===== config.mk =====
export PLATFORM = sky130hd
export DESIGN_NAME = alu_issue_stage
export DESIGN_NICKNAME = d
export VERILOG_FILES = /design/src/rtl/alu_issue_stage.sv
export SDC_FILE = /design/constraint.sdc
export NUM_CORES = 1
export LEC_CHECK = 0
export CELL_PAD_IN_SITES_DETAIL_PLACEMENT = 1
export CELL_PAD_IN_SITES_GLOBAL_PLACEMENT = 1
export CORE_ASPECT_RATIO = 0.9
export CORE_MARGIN = 4
export CORE_UTILIZATION = 30
export CTS_CLUSTER_SIZE = 16
export DETAILED_ROUTE_END_ITERATION = 7
export MAX_ROUTING_LAYER = met4
export PLACE_DENSITY_LB_ADDON = 0.1
export SYNTH_ARGS = -nofsm -noshare
export SYNTH_HDL_FRONTEND = slang
export SYNTH_SLANG_ARGS = --single-unit

===== constraint.sdc =====
create_clock -name clk -period 1.8 [get_ports clk]
set_input_delay 0.27 -clock clk [delete_from_list [all_inputs] [get_ports clk]]
set_output_delay 0.27 -clock clk [all_outputs]
set_load 0.005 [all_outputs]

===== src/rtl/alu_issue_stage.sv =====
// Operand-issue and writeback stage for an 8-bit combinational ALU.
// Instructions arrive over valid/ready. Operands are read from an 8x8 register
// file, or forwarded from the result currently in EX. The registered EX slot
// drives the ALU. The ALU result is written back on the following edge, and
// results, illegal ops and a retired-instruction count are reported.
module alu_issue_stage #(
  parameter int unsigned NREGS = 8,
  parameter int unsigned W     = 8
) (
  input  logic         clk,
  input  logic         rst_n,
  // instruction handshake
  input  logic         in_valid,
  output logic         in_ready,
  input  logic [2:0]   in_op,
  input  logic [2:0]   in_rd,
  input  logic [2:0]   in_rs1,
  input  logic [2:0]   in_rs2,
  input  logic         in_use_imm,
  input  logic [W-1:0] in_imm,
  input  logic         hold,
  // ALU interface
  output logic [W-1:0] alu_a,
  output logic [W-1:0] alu_b,
  output logic [2:0]   alu_op,
  input  logic [W-1:0] alu_out,
  // result reporting
  output logic         res_valid,
  output logic [2:0]   res_rd,
  output logic [W-1:0] res_data,
  output logic         err_illegal,
  output logic [15:0]  retired,
  // debug register read
  input  logic [2:0]   dbg_addr,
  output logic [W-1:0] dbg_data
);

  localparam logic [2:0] OpIllegal = 3'b111;

  // Register file. Entry 0 is reset and never written, so r0 always reads 0.
  logic [W-1:0] rf_q [NREGS];

  // EX slot
  logic         ex_valid_q;
  logic [2:0]   ex_op_q;
  logic [2:0]   ex_rd_q;
  logic [W-1:0] ex_a_q;
  logic [W-1:0] ex_b_q;

  // Writeback reporting
  logic         res_valid_q;
  logic [2:0]   res_rd_q;
  logic [W-1:0] res_data_q;
  logic         err_illegal_q;
  logic [15:0]  retired_q;

  logic         accept;
  logic         ex_legal;
  logic         fwd_en;
  logic         fwd_a;
  logic         fwd_b;
  logic [W-1:0] rf_rs1;
  logic [W-1:0] rf_rs2;
  logic [W-1:0] op_a;
  logic [W-1:0] op_b;

  // Handshake: ready only out of reset and when not stalled.
  always_comb begin
    in_ready = rst_n & ~hold;
    accept   = in_valid & in_ready;
  end

  // Operand selection. A source matching the EX destination takes alu_out,
  // because that value lands in the register file on the same edge.
  // Illegal ops and r0 writes produce nothing to forward.
  always_comb begin
    ex_legal = (ex_op_q != OpIllegal);
    fwd_en   = ex_valid_q & ex_legal & (ex_rd_q != 3'd0);
    fwd_a    = fwd_en & (in_rs1 == ex_rd_q);
    fwd_b    = fwd_en & (in_rs2 == ex_rd_q);
    rf_rs1   = (in_rs1 == 3'd0) ? '0 : rf_q[in_rs1];
    rf_rs2   = (in_rs2 == 3'd0) ? '0 : rf_q[in_rs2];
    op_a     = fwd_a ? alu_out : rf_rs1;
    if (in_use_imm) begin
      op_b = in_imm;
    end else begin
      op_b = fwd_b ? alu_out : rf_rs2;
    end
  end

  // EX slot. The operand fields hold their last values when nothing is accepted.
  always_ff @(posedge clk or negedge rst_n) begin
    if (!rst_n) begin
      ex_valid_q <= 1'b0;
      ex_op_q    <= '0;
      ex_rd_q    <= '0;
      ex_a_q     <= '0;
      ex_b_q     <= '0;
    end else begin
      ex_valid_q <= accept;
      if (accept) begin
        ex_op_q <= in_op;
        ex_rd_q <= in_rd;
        ex_a_q  <= op_a;
        ex_b_q  <= op_b;
      end
    end
  end

  // Retire the EX instruction: write back, report, and count.
  // alu_out is not sampled for the illegal op.
  always_ff @(posedge clk or negedge rst_n) begin
    if (!rst_n) begin
      for (int i = 0; i < int'(NREGS); i++) begin
        rf_q[i] <= '0;
      end
      res_valid_q   <= 1'b0;
      res_rd_q      <= '0;
      res_data_q    <= '0;
      err_illegal_q <= 1'b0;
      retired_q     <= '0;
    end else begin
      res_valid_q   <= 1'b0;
      err_illegal_q <= 1'b0;
      if (ex_valid_q) begin
        retired_q <= retired_q + 16'd1;
        if (ex_legal) begin
          res_valid_q <= 1'b1;
          res_rd_q    <= ex_rd_q;
          res_data_q  <= alu_out;
          if (ex_rd_q != 3'd0) begin
            rf_q[ex_rd_q] <= alu_out;
          end
        end else begin
          err_illegal_q <= 1'b1;
        end
      end
    end
  end

  // Output drive. The debug read shows the pre-edge value of a register
  // that is being written.
  always_comb begin
    alu_a       = ex_a_q;
    alu_b       = ex_b_q;
    alu_op      = ex_op_q;
    res_valid   = res_valid_q;
    res_rd      = res_rd_q;
    res_data    = res_data_q;
    err_illegal = err_illegal_q;
    retired     = retired_q;
    dbg_data    = (dbg_addr == 3'd0) ? '0 : rf_q[dbg_addr];
  end

endmodule


== Yosys cells after proc, flatten, opt, wreduce, memory -nomap -nowiden ==
Cells that the tools add are included.

* $add $sub $neg: 1
* Multipliers: 0
* Divide/modulo/power cells: 0
* Order comparisons: 5
* Equality and inequality tests: 3
* Shift operators: 0
* Mux-type cells: 22
* Bitwise gates (word level): 11
* Reduce and logical (&&, ||, !) cells: 7

{| class="wikitable"
|+ Operators by type and width
! kind !! number
|-
| 8-bit two-way mux || 13
|-
| 8-bit binary-select mux with 3-bit select || 3
|-
| 64-bit bitwise mux || 1
|-
| 8-bit demux with 3-bit select || 1
|-
| 16-bit by 1-bit adder with 16-bit output, second input constant || 1
|-
| 4-bit greater-or-equal comparator, second input constant || 4
|-
| 3-bit inverter with 4-bit output || 4
|-
| 3-bit zero test || 3
|-
| 1-bit AND || 6
|-
| 3-bit == test || 2
|-
| 4-bit by 1-bit < comparator with 1-bit output, second input constant || 1
|-
| 1-bit two-way mux || 4
|-
| 3-bit inequality test, second input constant || 1
|-
| 3-bit AND reduction || 1
|-
| 3-bit nonzero test || 1
|-
| 2-bit AND reduction || 1
|-
| 1-bit logical AND || 1
|-
| 1-bit inverter || 1
|}

* Register bits after elaboration: 116
* Bits in latches: 0
* RAM bits: 0
* ROM bits: 0
* Input bits: 36
* Output and inout bits: 57
* Logic and storage cells: 67
* Memories kept: 0

== Logic depth before layout (Yosys ltp) ==
* Depth in word-level cells: 7
* Depth in mapped cells: 7
* Depth with buffers taken out: 6

== Least setup slack after synthesis ==
Ideal clock, no wire load.

* Path type: flip-flop to flip-flop
* From: reg ex_rd_q[2]
* To: reg ex_b_q[0], in the netlist alu_b[0]
* Library setup time: 91 ps
* Arrival time: 1582 ps
* Required time: 1709 ps
* Slack: 128 ps
* Stages on the path, launching flop included: 7
* Path buffers: 2
* Clock period less this slack: 1672 ps
* Path through: dfrtp_1 > buf_6 > xor2_1 > a211o_1 > or4_1 > buf_2 > o221ai_1

* Cells in the longest elaborated chain, start to end: 5
* Elaborated cells on any way between the ends: 6
* Classes of those cells: eq/ne (1); mux (2); bitwise (2); reduce/logical (1)

{| class="wikitable"
|+ Ends and longest elaborated chain
! item !! RTL line !! source
|-
| start: declaration || 46 || <nowiki>logic [2:0] ex_rd_q;</nowiki>
|-
| start signal: assignment || 103 || <nowiki>ex_rd_q <= in_rd;</nowiki>
|-
| 3-bit nonzero test || 78 || <nowiki>fwd_en = ex_valid_q & ex_legal & (ex_rd_q != 3'd0);</nowiki>
|-
| 1-bit AND || 78 ||
|-
| 1-bit AND * || 80 || <nowiki>fwd_b = fwd_en & (in_rs2 == ex_rd_q);</nowiki>
|-
| 8-bit two-way mux * || 87 || <nowiki>op_b = fwd_b ? alu_out : rf_rs2;</nowiki>
|-
| 8-bit two-way mux * || 84 || <nowiki>if (in_use_imm) begin</nowiki>
|-
| end signal: assignment || 105 || <nowiki>ex_b_q <= op_b;</nowiki>
|-
| end: declaration || 48 || <nowiki>logic [W-1:0] ex_b_q;</nowiki>
|}

Every way passes the cells marked *; elsewhere a longest branch is shown, timed or not.
A chain may end at the register's enable or synchronous reset.

== Final worst setup path ==
* From: reg rf_q[56] (netlist name)
* To: out dbg_data[0]

* Cells in the longest elaborated chain, start to end: 4

{| class="wikitable"
|+ Ends and longest elaborated chain
! item !! RTL line !! source
|-
| start: declaration || 41 || <nowiki>logic [W-1:0] rf_q [NREGS];</nowiki>
|-
| start signal: indexed assignment || 132 || <nowiki>rf_q[ex_rd_q] <= alu_out;</nowiki>
|-
| 8-bit binary-select mux with 3-bit select || 152 || <nowiki>dbg_data = (dbg_addr == 3'd0) ? '0 : rf_q[dbg_addr];</nowiki>
|-
| 8-bit two-way mux (not written as such) (2 in series) || 152 ||
|-
| 8-bit two-way mux || 152 ||
|-
| end: declaration || 35 || <nowiki>output logic [W-1:0] dbg_data</nowiki>
|}

No other way between the ends. The select of a mux whose other input is x is not followed.

==> impl_results.html <==
<table>
<tr><th>Metric</th><th>Value</th></tr>
<tr><th colspan="2">Setup path</th></tr>
<tr><td>Highest-delay cell along the critical path</td><td>mux4_2</td></tr>
<tr><td>Type of the worst setup path</td><td>reg -&gt; out</td></tr>
<tr><td>Arrival time of data at the critical path endpoint</td><td>1.64 ns</td></tr>
<tr><td>Capturing element type of the critical path</td><td>output pin</td></tr>
<tr><td>Max FO, Critical Path</td><td>4</td></tr>
<tr><td>Worst Setup Start Kind</td><td>flop</td></tr>
<tr><td>Critical-path cell list</td><td>mux4_2 &gt; nor2_2 &gt; a221oi_2 &gt; buf_2</td></tr>
<tr><td>Delay of the slowest cell on the worst path</td><td>0.49 ns</td></tr>
<tr><td>Required time reported for the critical path endpoint</td><td>1.53 ns</td></tr>
<tr><th colspan="2">Clock tree</th></tr>
<tr><td>Level count of the clock H-tree</td><td>4</td></tr>
<tr><td>Clock input transition at the sequential cells of the worst setup and hold paths</td><td>0.06 ns</td></tr>
<tr><td>TritonCTS clock tree</td><td>yes</td></tr>
<tr><td>Buffer depth of the longest clock path</td><td>2</td></tr>
<tr><td>Sinks on the clock net</td><td>116</td></tr>
<tr><td>CTS buffer count</td><td>17</td></tr>
<tr><td>Latest clock arrival within the worst-skew pair</td><td>0.42 ns</td></tr>
<tr><td>Buffer cell driving the clock tree root</td><td>clkbuf_16</td></tr>
<tr><td>Number of buffers inserted by hold repair at cts</td><td>0</td></tr>
<tr><th colspan="2">Power</th></tr>
<tr><td>Total power of the final layout</td><td>0.0110 W</td></tr>
<tr><td>Largest vdd supply drop</td><td>0.597 mV</td></tr>
<tr><td>Areal power density over the cells</td><td>1170 nW/µm²</td></tr>
<tr><td>Leakage power figure</td><td>4.19 nW</td></tr>
<tr><th colspan="2">Yosys</th></tr>
<tr><td>Number of warnings issued by yosys</td><td>0</td></tr>
<tr><td>Distinct cell type count of the synthesized netlist</td><td>43</td></tr>
<tr><td>Most used flip-flop cell after synthesis</td><td>dfrtp_1</td></tr>
<tr><td>Number of cells produced by synthesis</td><td>585</td></tr>
<tr><td>Avg Inst Size Synth</td><td>10.8 µm²</td></tr>
<tr><td>Synth Net Count</td><td>622</td></tr>
<tr><td>Proportion of synthesized flip-flops having asynchronous set or reset</td><td>1.00</td></tr>
<tr><td>Number of storage elements in the synthesis netlist</td><td>116</td></tr>
<tr><td>Post-synthesis instance area</td><td>6300 µm²</td></tr>
<tr><td>Seq/Total Area, Yosys</td><td>0.461</td></tr>
<tr><td>Number of enable-type register cells in the synthesized netlist</td><td>0</td></tr>
<tr><th colspan="2">Floorplanning</th></tr>
<tr><td>Area of the die</td><td>23,400 µm²</td></tr>
<tr><td>Placement Rows</td><td>50</td></tr>
<tr><td>Initial core utilization</td><td>0.304</td></tr>
<tr><td>I/O pin count</td><td>93</td></tr>
<tr><td>Die Height</td><td>146 µm</td></tr>
<tr><td>Die Width</td><td>161 µm</td></tr>
<tr><td>Core area</td><td>20,700 µm²</td></tr>
<tr><th colspan="2">STA</th></tr>
<tr><td>Worst clock skew on the final layout</td><td>0.00883 ns</td></tr>
<tr><td>Finish-stage setup viols</td><td>16</td></tr>
<tr><td>Slew headroom</td><td>0.471</td></tr>
<tr><td>Number of max-slew violations in the final report</td><td>0</td></tr>
<tr><td>Worst setup slack after layout</td><td>-0.111 ns</td></tr>
<tr><td>Final Hold Vio Count</td><td>0</td></tr>
<tr><td>Crit path time final</td><td>1.91 ns</td></tr>
<tr><td>Final worst-path cycle share</td><td>1.06</td></tr>
<tr><td>Worst-Margin Slew</td><td>0.794 ns</td></tr>
<tr><td>Maximum achievable frequency</td><td>0.523 GHz</td></tr>
<tr><td>Unrepaired setup endpoints after global routing</td><td>true</td></tr>
<tr><td>Worst hold margin</td><td>0.127 ns</td></tr>
<tr><th colspan="2">Worst hold path</th></tr>
<tr><td>Worst min-delay path class</td><td>in -&gt; async</td></tr>
<tr><th colspan="2">Global route</th></tr>
<tr><td>Global route overflow</td><td>0</td></tr>
<tr><td>Via count of the first global-routing pass</td><td>6,069</td></tr>
<tr><td>Initial antenna violation count</td><td>0</td></tr>
<tr><td>Largest net degree at the start of global routing</td><td>59</td></tr>
<tr><td>GR Util All Layers</td><td>0.213</td></tr>
<tr><td>First-pass GRT wire length</td><td>37,100 µm</td></tr>
<tr><th colspan="2">Drt</th></tr>
<tr><td>DRC violations left</td><td>0</td></tr>
<tr><td>Via density per instance</td><td>5.00</td></tr>
<tr><td>Antenna violation net count after detailed routing</td><td>0</td></tr>
<tr><td>Routed vias</td><td>5,448</td></tr>
<tr><td>Initial DRC Count</td><td>255</td></tr>
<tr><td>Routed WL per cell</td><td>21.8 µm</td></tr>
<tr><td>First drt pass iteration count</td><td>4</td></tr>
<tr><td>Total wire length after detailed routing</td><td>23,800 µm</td></tr>
<tr><th colspan="2">Placed design</th></tr>
<tr><td>GPL Wtd Cong</td><td>0.882</td></tr>
<tr><td>Placed wire-length estimate after detailed placement</td><td>17,400 µm</td></tr>
<tr><td>Count of port buffers added during placement</td><td>92</td></tr>
<tr><th colspan="2">Final layout</th></tr>
<tr><td>Leading cell type in the layout, fill and taps excluded</td><td>buf_4</td></tr>
<tr><td>Area growth syn-to-layout</td><td>50.0%</td></tr>
<tr><td>Ant. Diodes</td><td>0</td></tr>
<tr><td>Share of cells above drive strength 1</td><td>0.393</td></tr>
<tr><td>Number of nets in the layout</td><td>828</td></tr>
<tr><td>Commonest non-fill, non-tap cells in the layout</td><td>121 x buf_4, 115 x dfrtp_1, 107 x nand2_1, 79 x clkdlybuf4s50_1, 55 x mux2_2</td></tr>
<tr><th colspan="2">Outcome</th></tr>
<tr><td>Failing checks</td><td>negative setup slack</td></tr>
<tr><td>Status</td><td>finished with violations</td></tr>
<tr><th colspan="2">Flow run</th></tr>
<tr><td>Maximum Capacitance Violations</td><td>0</td></tr>
</table>
final cells by class:
| type | instances | area (µm²) |
|---|---|---|
| multi-input combinational | 399 | 3340 |
| sequential | 116 | 2900 |
| clock inverter | 13 | 181 |
| tap | 286 | 358 |
| clock buffer | 19 | 453 |
| timing repair buffer | 234 | 2130 |
| inverter | 23 | 88.8 |
| fill | 2273 | 11300 |
per-stage QoR:
step	TNS [ns]	setup slack [ns]	cells	utilization	cell area, µm²
detailed placement	-16.79	-0.828	1039	0.404	8370
CTS	-1.43	-0.148	1087	0.450	9320
global placement	-16.35	-0.859	1039	0.404	8370
global route	-2.31	-0.151	1090	0.456	9450
floorplan	0	0.128	585	-	6300
finish	-0.813	-0.111	1090	0.456	9450
synth_stat cells, types with 7 or more instances:
library cell / count / share of area
a221oi_1: 15 / 0.021
buf_2: 15 / 0.012
clkbuf_1: 23 / 0.014
dfrtp_1: 116 / 0.46
inv_1: 22 / 0.013
mux2_2: 55 / 0.098
mux2i_1: 32 / 0.051
mux4_2: 24 / 0.086
nand2_1: 110 / 0.066
nor2_1: 16 / 0.0095
nor2b_1: 11 / 0.011
o21ai_0: 49 / 0.039
o221ai_1: 16 / 0.022
o22ai_1: 7 / 0.0069
xnor2_1: 13 / 0.018
flip-flops by register name (all words and copies together) (netlist names):
register,count
rf_q,64
retired,16
alu_a,8
alu_b,8
res_data,8
alu_op,3
ex_rd_q,3
res_rd,3
err_illegal,1
ex_valid_q,1
res_valid,1
timing repair:
action | CTS | global route
pin swaps | 15 | 11
gates resized for setup | 89 | 17
buffers inserted | 17 | 3
setup endpoints to repair | 56 | 47
hold endpoints to repair | 0 | 0
kinds of logic (layout without fill, tap and decap cells):
group / after synthesis / after routing / share of synthesized area
mux: 111 / 111 / 0.235
buf+inv: 70 / 289 / 0.0534
flops: 116 / 116 / 0.460
fa+ha+maj: 1 / 1 / 0.00198
xor+xnor: 19 / 19 / 0.0264
compound gates: 100 / 100 / 0.104
simple gates: 168 / 168 / 0.119
report_power, final:
group          total, W  internal [W]  switching (W)
sequential      0.00382       0.00326       0.000561
clock           0.00368       0.00238        0.00130
combinational   0.00353       0.00205        0.00148
total            0.0110       0.00769        0.00334
final timing paths:
check,endpoint,cells past startpoint,startpoint,slack [ns]
max in group asynchronous,rf_q[1],3,rst_n,1.10
min in group clk,ex_rd_q[0],3,in_rd[0],0.38
setup reg to reg,alu_b[1],6,ex_rd_q[0],-0.06
hold / removal,alu_b[7],3,rst_n,0.13
setup / recovery,dbg_data[0],4,rf_q[56],-0.11
hold reg to reg,retired[15],1,retired[15],0.46
layer usage:
metal / vias up / track usage / part of all wire
met1: 2788 / 0.276 / 0.44
met2: 125 / 0.348 / 0.50
met5: - / - / 0
met4: 0 / 0.0563 / 0.016
li1: 2510 / - / -
met3: 25 / 0.0360 / 0.052
worst max-delay path, delay by kind of cell (launching register included):
kind                   cells  cell delay, ns
buffers and inverters      1            0.14
flip-flops                 1            0.43
multiplexers               1            0.49
AND/OR/NAND/NOR            1            0.12
AO/OA/AOI/OAI              1            0.05
Power figures use the tool's default switching activity.
